`src/rtl/wb_gpio_led.sv`:
```
// Wishbone classic slave for the board IO header and user LEDs: pin output/enable,
// synchronized inputs with rising-edge interrupt capture, and per-LED hardware blink.
module wb_gpio_led #(
  parameter int ADDR_WIDTH = 5,
  parameter int BLINK_DIV  = 12000000
) (
  input  logic                  wb_clk_i,
  input  logic                  wb_rst_n_i,
  input  logic [ADDR_WIDTH-1:0] wb_adr_i,
  input  logic [31:0]           wb_dat_i,
  input  logic [3:0]            wb_sel_i,
  input  logic                  wb_we_i,
  input  logic                  wb_cyc_i,
  input  logic                  wb_stb_i,
  output logic [31:0]           wb_dat_o,
  output logic                  wb_ack_o,
  input  logic [7:0]            gpio_i,
  output logic [7:0]            gpio_o,
  output logic [7:0]            gpio_oe_o,
  output logic [3:0]            led_o,
  output logic                  irq_o
);

  localparam int CNT_W = (BLINK_DIV > 2) ? $clog2(BLINK_DIV) : 1;
  localparam logic [CNT_W-1:0] CNT_MAX = CNT_W'(BLINK_DIV - 1);

  localparam logic [2:0] REG_OUT   = 3'd0;
  localparam logic [2:0] REG_OE    = 3'd1;
  localparam logic [2:0] REG_IN    = 3'd2;
  localparam logic [2:0] REG_LED   = 3'd3;
  localparam logic [2:0] REG_BLINK = 3'd4;
  localparam logic [2:0] REG_IE    = 3'd5;
  localparam logic [2:0] REG_IS    = 3'd6;

  logic [7:0]       out_data;
  logic [7:0]       out_en;
  logic [3:0]       led_val;
  logic [3:0]       blink_en;
  logic [7:0]       irq_en;
  logic [7:0]       irq_stat;
  logic [7:0]       sync1;
  logic [7:0]       sync2;
  logic [7:0]       prev;
  logic             irq;
  logic             ack;
  logic [31:0]      dat;
  logic [CNT_W-1:0] cnt;
  logic             phase;

  logic             req;
  logic             in_range;
  logic             wr;
  logic [2:0]       idx;
  logic [7:0]       wdata;
  logic [7:0]       rdata;
  logic [7:0]       rise;
  logic [7:0]       w1c;
  logic [7:0]       irq_stat_next;
  logic             unused_bits;

  // A new request is only taken while ack is low, giving one ack per two cycles.
  assign req      = wb_cyc_i & wb_stb_i & ~ack;
  assign in_range = (wb_adr_i >> 5) == '0;
  assign idx      = wb_adr_i[4:2];
  assign wdata    = wb_dat_i[7:0];
  assign wr       = req & wb_we_i & wb_sel_i[0] & in_range;
  assign unused_bits = ^{wb_adr_i[1:0], wb_sel_i[3:1], wb_dat_i[31:8]};

  assign rise = sync2 & ~prev;
  assign w1c  = (wr && idx == REG_IS) ? wdata : 8'h00;
  // Edge set is OR-ed in after the clear so a coincident set survives.
  assign irq_stat_next = (irq_stat & ~w1c) | (rise & irq_en);

  always_comb begin
    rdata = 8'h00;
    if (in_range) begin
      case (idx)
        REG_OUT:   rdata = out_data;
        REG_OE:    rdata = out_en;
        REG_IN:    rdata = sync2;
        REG_LED:   rdata = {4'h0, led_val};
        REG_BLINK: rdata = {4'h0, blink_en};
        REG_IE:    rdata = irq_en;
        REG_IS:    rdata = irq_stat;
        default:   rdata = 8'h00;
      endcase
    end
  end

  always_ff @(posedge wb_clk_i or negedge wb_rst_n_i) begin
    if (!wb_rst_n_i) begin
      out_data <= 8'h00;
      out_en   <= 8'h00;
      led_val  <= 4'h0;
      blink_en <= 4'h0;
      irq_en   <= 8'h00;
      irq_stat <= 8'h00;
      sync1    <= 8'h00;
      sync2    <= 8'h00;
      prev     <= 8'h00;
      irq      <= 1'b0;
      ack      <= 1'b0;
      dat      <= 32'h0;
      cnt      <= '0;
      phase    <= 1'b0;
    end else begin
      ack <= req;
      dat <= req ? {24'h0, rdata} : 32'h0;

      if (wr) begin
        case (idx)
          REG_OUT:   out_data <= wdata;
          REG_OE:    out_en   <= wdata;
          REG_LED:   led_val  <= wdata[3:0];
          REG_BLINK: blink_en <= wdata[3:0];
          REG_IE:    irq_en   <= wdata;
          default:   ;
        endcase
      end

      // Two-flop synchronizer, then one more stage for edge detection.
      sync1    <= gpio_i;
      sync2    <= sync1;
      prev     <= sync2;
      irq_stat <= irq_stat_next;
      irq      <= |(irq_stat & irq_en);

      if (cnt == CNT_MAX) begin
        cnt   <= '0;
        phase <= ~phase;
      end else begin
        cnt <= cnt + CNT_W'(1);
      end
    end
  end

  assign wb_ack_o  = ack;
  assign wb_dat_o  = dat;
  assign gpio_o    = out_data;
  assign gpio_oe_o = out_en;
  assign led_o     = led_val ^ (blink_en & {4{phase}});
  assign irq_o     = irq;

endmodule

```
`config.mk`:
```
export PLATFORM = sky130hd
export DESIGN_NAME = wb_gpio_led
export DESIGN_NICKNAME = d
export VERILOG_FILES = /design/src/rtl/wb_gpio_led.sv
export SDC_FILE = /design/constraint.sdc
export NUM_CORES = 1
export LEC_CHECK = 0
export ABC_AREA = 1
export CAP_MARGIN = 20
export CORE_ASPECT_RATIO = 0.8
export CORE_UTILIZATION = 50
export DETAILED_ROUTE_END_ITERATION = 6
export DONT_BUFFER_PORTS = 1
export GPL_ROUTABILITY_DRIVEN = 0
export GPL_TIMING_DRIVEN = 0
export PLACE_DENSITY = 0.71
export SETUP_SLACK_MARGIN = 0.2
export SLEW_MARGIN = 20
export SYNTH_ARGS = -nofsm -noshare
export SYNTH_HDL_FRONTEND = slang
export SYNTH_SLANG_ARGS = --single-unit
```
`constraint.sdc`:
```
create_clock -name wb_clk_i -period 2.5 [get_ports wb_clk_i]
set_input_delay 0.5 -clock wb_clk_i [delete_from_list [all_inputs] [get_ports wb_clk_i]]
set_output_delay 0.5 -clock wb_clk_i [all_outputs]
set_load 0.03 [all_outputs]
```
==> impl_metrics.json <==
{
  "die_w_um": 111,
  "fp.coreArea_um2": 9110,
  "end_kind": "output pin",
  "critPathKind": "flop to output pin",
  "r2r-end": "cnt[8]",
  "clock_skew_ns": 0.00782,
  "cts-resized-gates": 0,
  "dp_hpwl_um": 7150,
  "rr_startpoint": "cnt[0]",
  "die_y_um": 88.9,
  "insertion_delay_ns": 0.35,
  "firstDrtPassIters": 5,
  "fill_cells": 811,
  "regMostFlops": "cnt",
  "stdcell_count": 700,
  "drt_iter0_drc": 223,
  "grt_pass1_wl_um": 16500,
  "finalSetupViolations": 0,
  "dr_total_vias": 3569,
  "drive_above_1_share_pct": 15.0,
  "tns_ns": 0,
  "track_usage_pct": 22.0,
  "die_area_um2": 9840,
  "viasPerCell": 5.10,
  "drc": 0,
  "syn_inst": 546,
  "hold_slack_ns": -0.152,
  "startpoint_type": "flop",
  "final_common_cell": "nand2_1",
  "arrival_ns": 1.47,
  "leakage_nw": 2.68,
  "io_buffer_count": 0,
  "slew_headroom_pct": 50.5,
  "dp.cells": 684,
  "period_share_pct": 79.0,
  "violations": "negative hold slack",
  "routed_wl_um": 9930,
  "cap_violations": 0,
  "cts_setup_buffers": 0,
  "status": "finished, violations left",
  "numCtsBuffers": 9,
  "ys_ff_latch": 99,
  "antenna_found_initial": 0,
  "clock_sinks": 99,
  "irDropWorstVdd_v": 0.000692,
  "io_pins": 108,
  "wl_per_cell_um": 14.2,
  "rows": 31,
  "hold_violations": 99,
  "cp_max_fo": 6,
  "grt_max_degree": 100,
  "slew_viol_final": 0,
  "start_util_pct": 51.8,
  "grt_pass1_vias": 3386,
  "cts_max_level": 3,
  "synth.avg_cell_area_um2": 8.65,
  "synthDistinctLibCells": 32,
  "num_antenna_cells": 0,
  "dp_slack_ns": 0.835,
  "rrSetupSlack_ns": 0.81,
  "seq_area_frac_synth_pct": 52.5,
  "final_cell_mix": "nand2_1 (145), dfrtp_1 (99), nor2_1 (64)",
  "clk_pin_slew_ns": 0.06,
  "final_util_pct": 57.6,
  "worst_slack_ns": 0.525,
  "worst_pin_slew_ns": 0.738,
  "crit_start": "phase",
  "max_freq_mhz": 506,
  "largest_reg_flops": 24,
  "ys_warn_count": 0,
  "cp.required_ns": 2.00,
  "cts_tree": "done",
  "synth_area_um2": 4720,
  "clockBufferDepth": 2,
  "power_density_nw_per_um2": 681,
  "ant_nets": 0,
  "rsz0062_at_grt": "false",
  "area_delta_synth_final_pct": 11.3,
  "hp-class": "input port to async pin",
  "root_buffer": "clkbuf_16",
  "ff2ff_path_depth": 8,
  "grt_overflow_total": 0,
  "fin_nets": 635,
  "layout_min_cycle_time_ns": 1.97
}
-- cell type report --
type,count,area [um^2],area share [%]
buffer,30,244,4.65
clock buffer,10,239,4.55
multi-input combinational,373,1830,34.8
sequential,99,2480,47.2
inverter,67,256,4.88
clock inverter,6,62.6,1.19
tap,115,144,2.74
-- logic make-up after synthesis --
kind of cell / after synthesis / synth area share [%]
other: 1 / 0.0794
DFF: 99 / 52.5
adders and majority gates: 1 / 0.265
xor gates and xnor gates: 13 / 2.41
AOI/OAI and AO/OA: 61 / 8.27
and+or+nand+nor: 274 / 25.9
buffers and inverters: 97 / 10.6
-- Yosys cell counts (all sizes together) --
library cell	instances	area share, %
buf	30	5.2
nand4	8	1.1
nand3	38	4.6
o21ai	47	6.5
conb	1	0.079
o22ai	3	0.40
a21oi	8	0.85
ha	1	0.26
dfrtp	99	52
a22o	2	0.37
and2	1	0.13
inv	67	5.4
or2	1	0.13
nor2	71	6.6
o31ai	1	0.16
nand2	151	13
nand3b	1	0.16
nor3	3	0.32
xor2	9	1.7
xnor2	4	0.74
-- how the worst max path moves through the flow --
stage                to
2_1_floorplan  led_o[1]
3_3_place_gp    cnt[17]
3_5_place_dp     cnt[7]
4_1_cts        led_o[2]
5_1_grt        led_o[2]
6_report       led_o[2]
-- per-layer routing --
| layer | wire, um | vias to the layer above | global-route usage, % |
|---|---|---|---|
| met3 | 740 | 18 | 5.90 |
| met2 | 4530 | 146 | 34.4 |
| met4 | 180 | 0 | 8.97 |
| li1 | - | 1743 | - |
| met1 | 4470 | 1662 | 29.4 |
| met5 | 0 | - | 0 |
-- critical path: stages (launching register included) --
cell and delay (ns):
dfrtp_1 0.43, nand2_1 0.10, xnor2_1 0.60
-- power by group --
group / total, mW / switching, mW / internal (mW)
Clock: 1.39 / 0.586 / 0.802
Sequential: 1.88 / 0.172 / 1.71
Combinational: 0.309 / 0.198 / 0.111
Total: 3.58 / 0.956 / 2.62
-- stage by stage --
step | cell area (um^2) | hold slack (ns) | total power [mW]
2_1_floorplan | 4810 | 0.204 | 2.15
3_3_place_gp | 4950 | 0.208 | 2.21
3_5_place_dp | 4950 | 0.208 | 2.22
4_1_cts | 5250 | -0.170 | 3.62
5_1_grt | 5250 | -0.172 | 3.72
6_report | 5250 | -0.152 | 3.58
(Power assumes the default switching activity.)
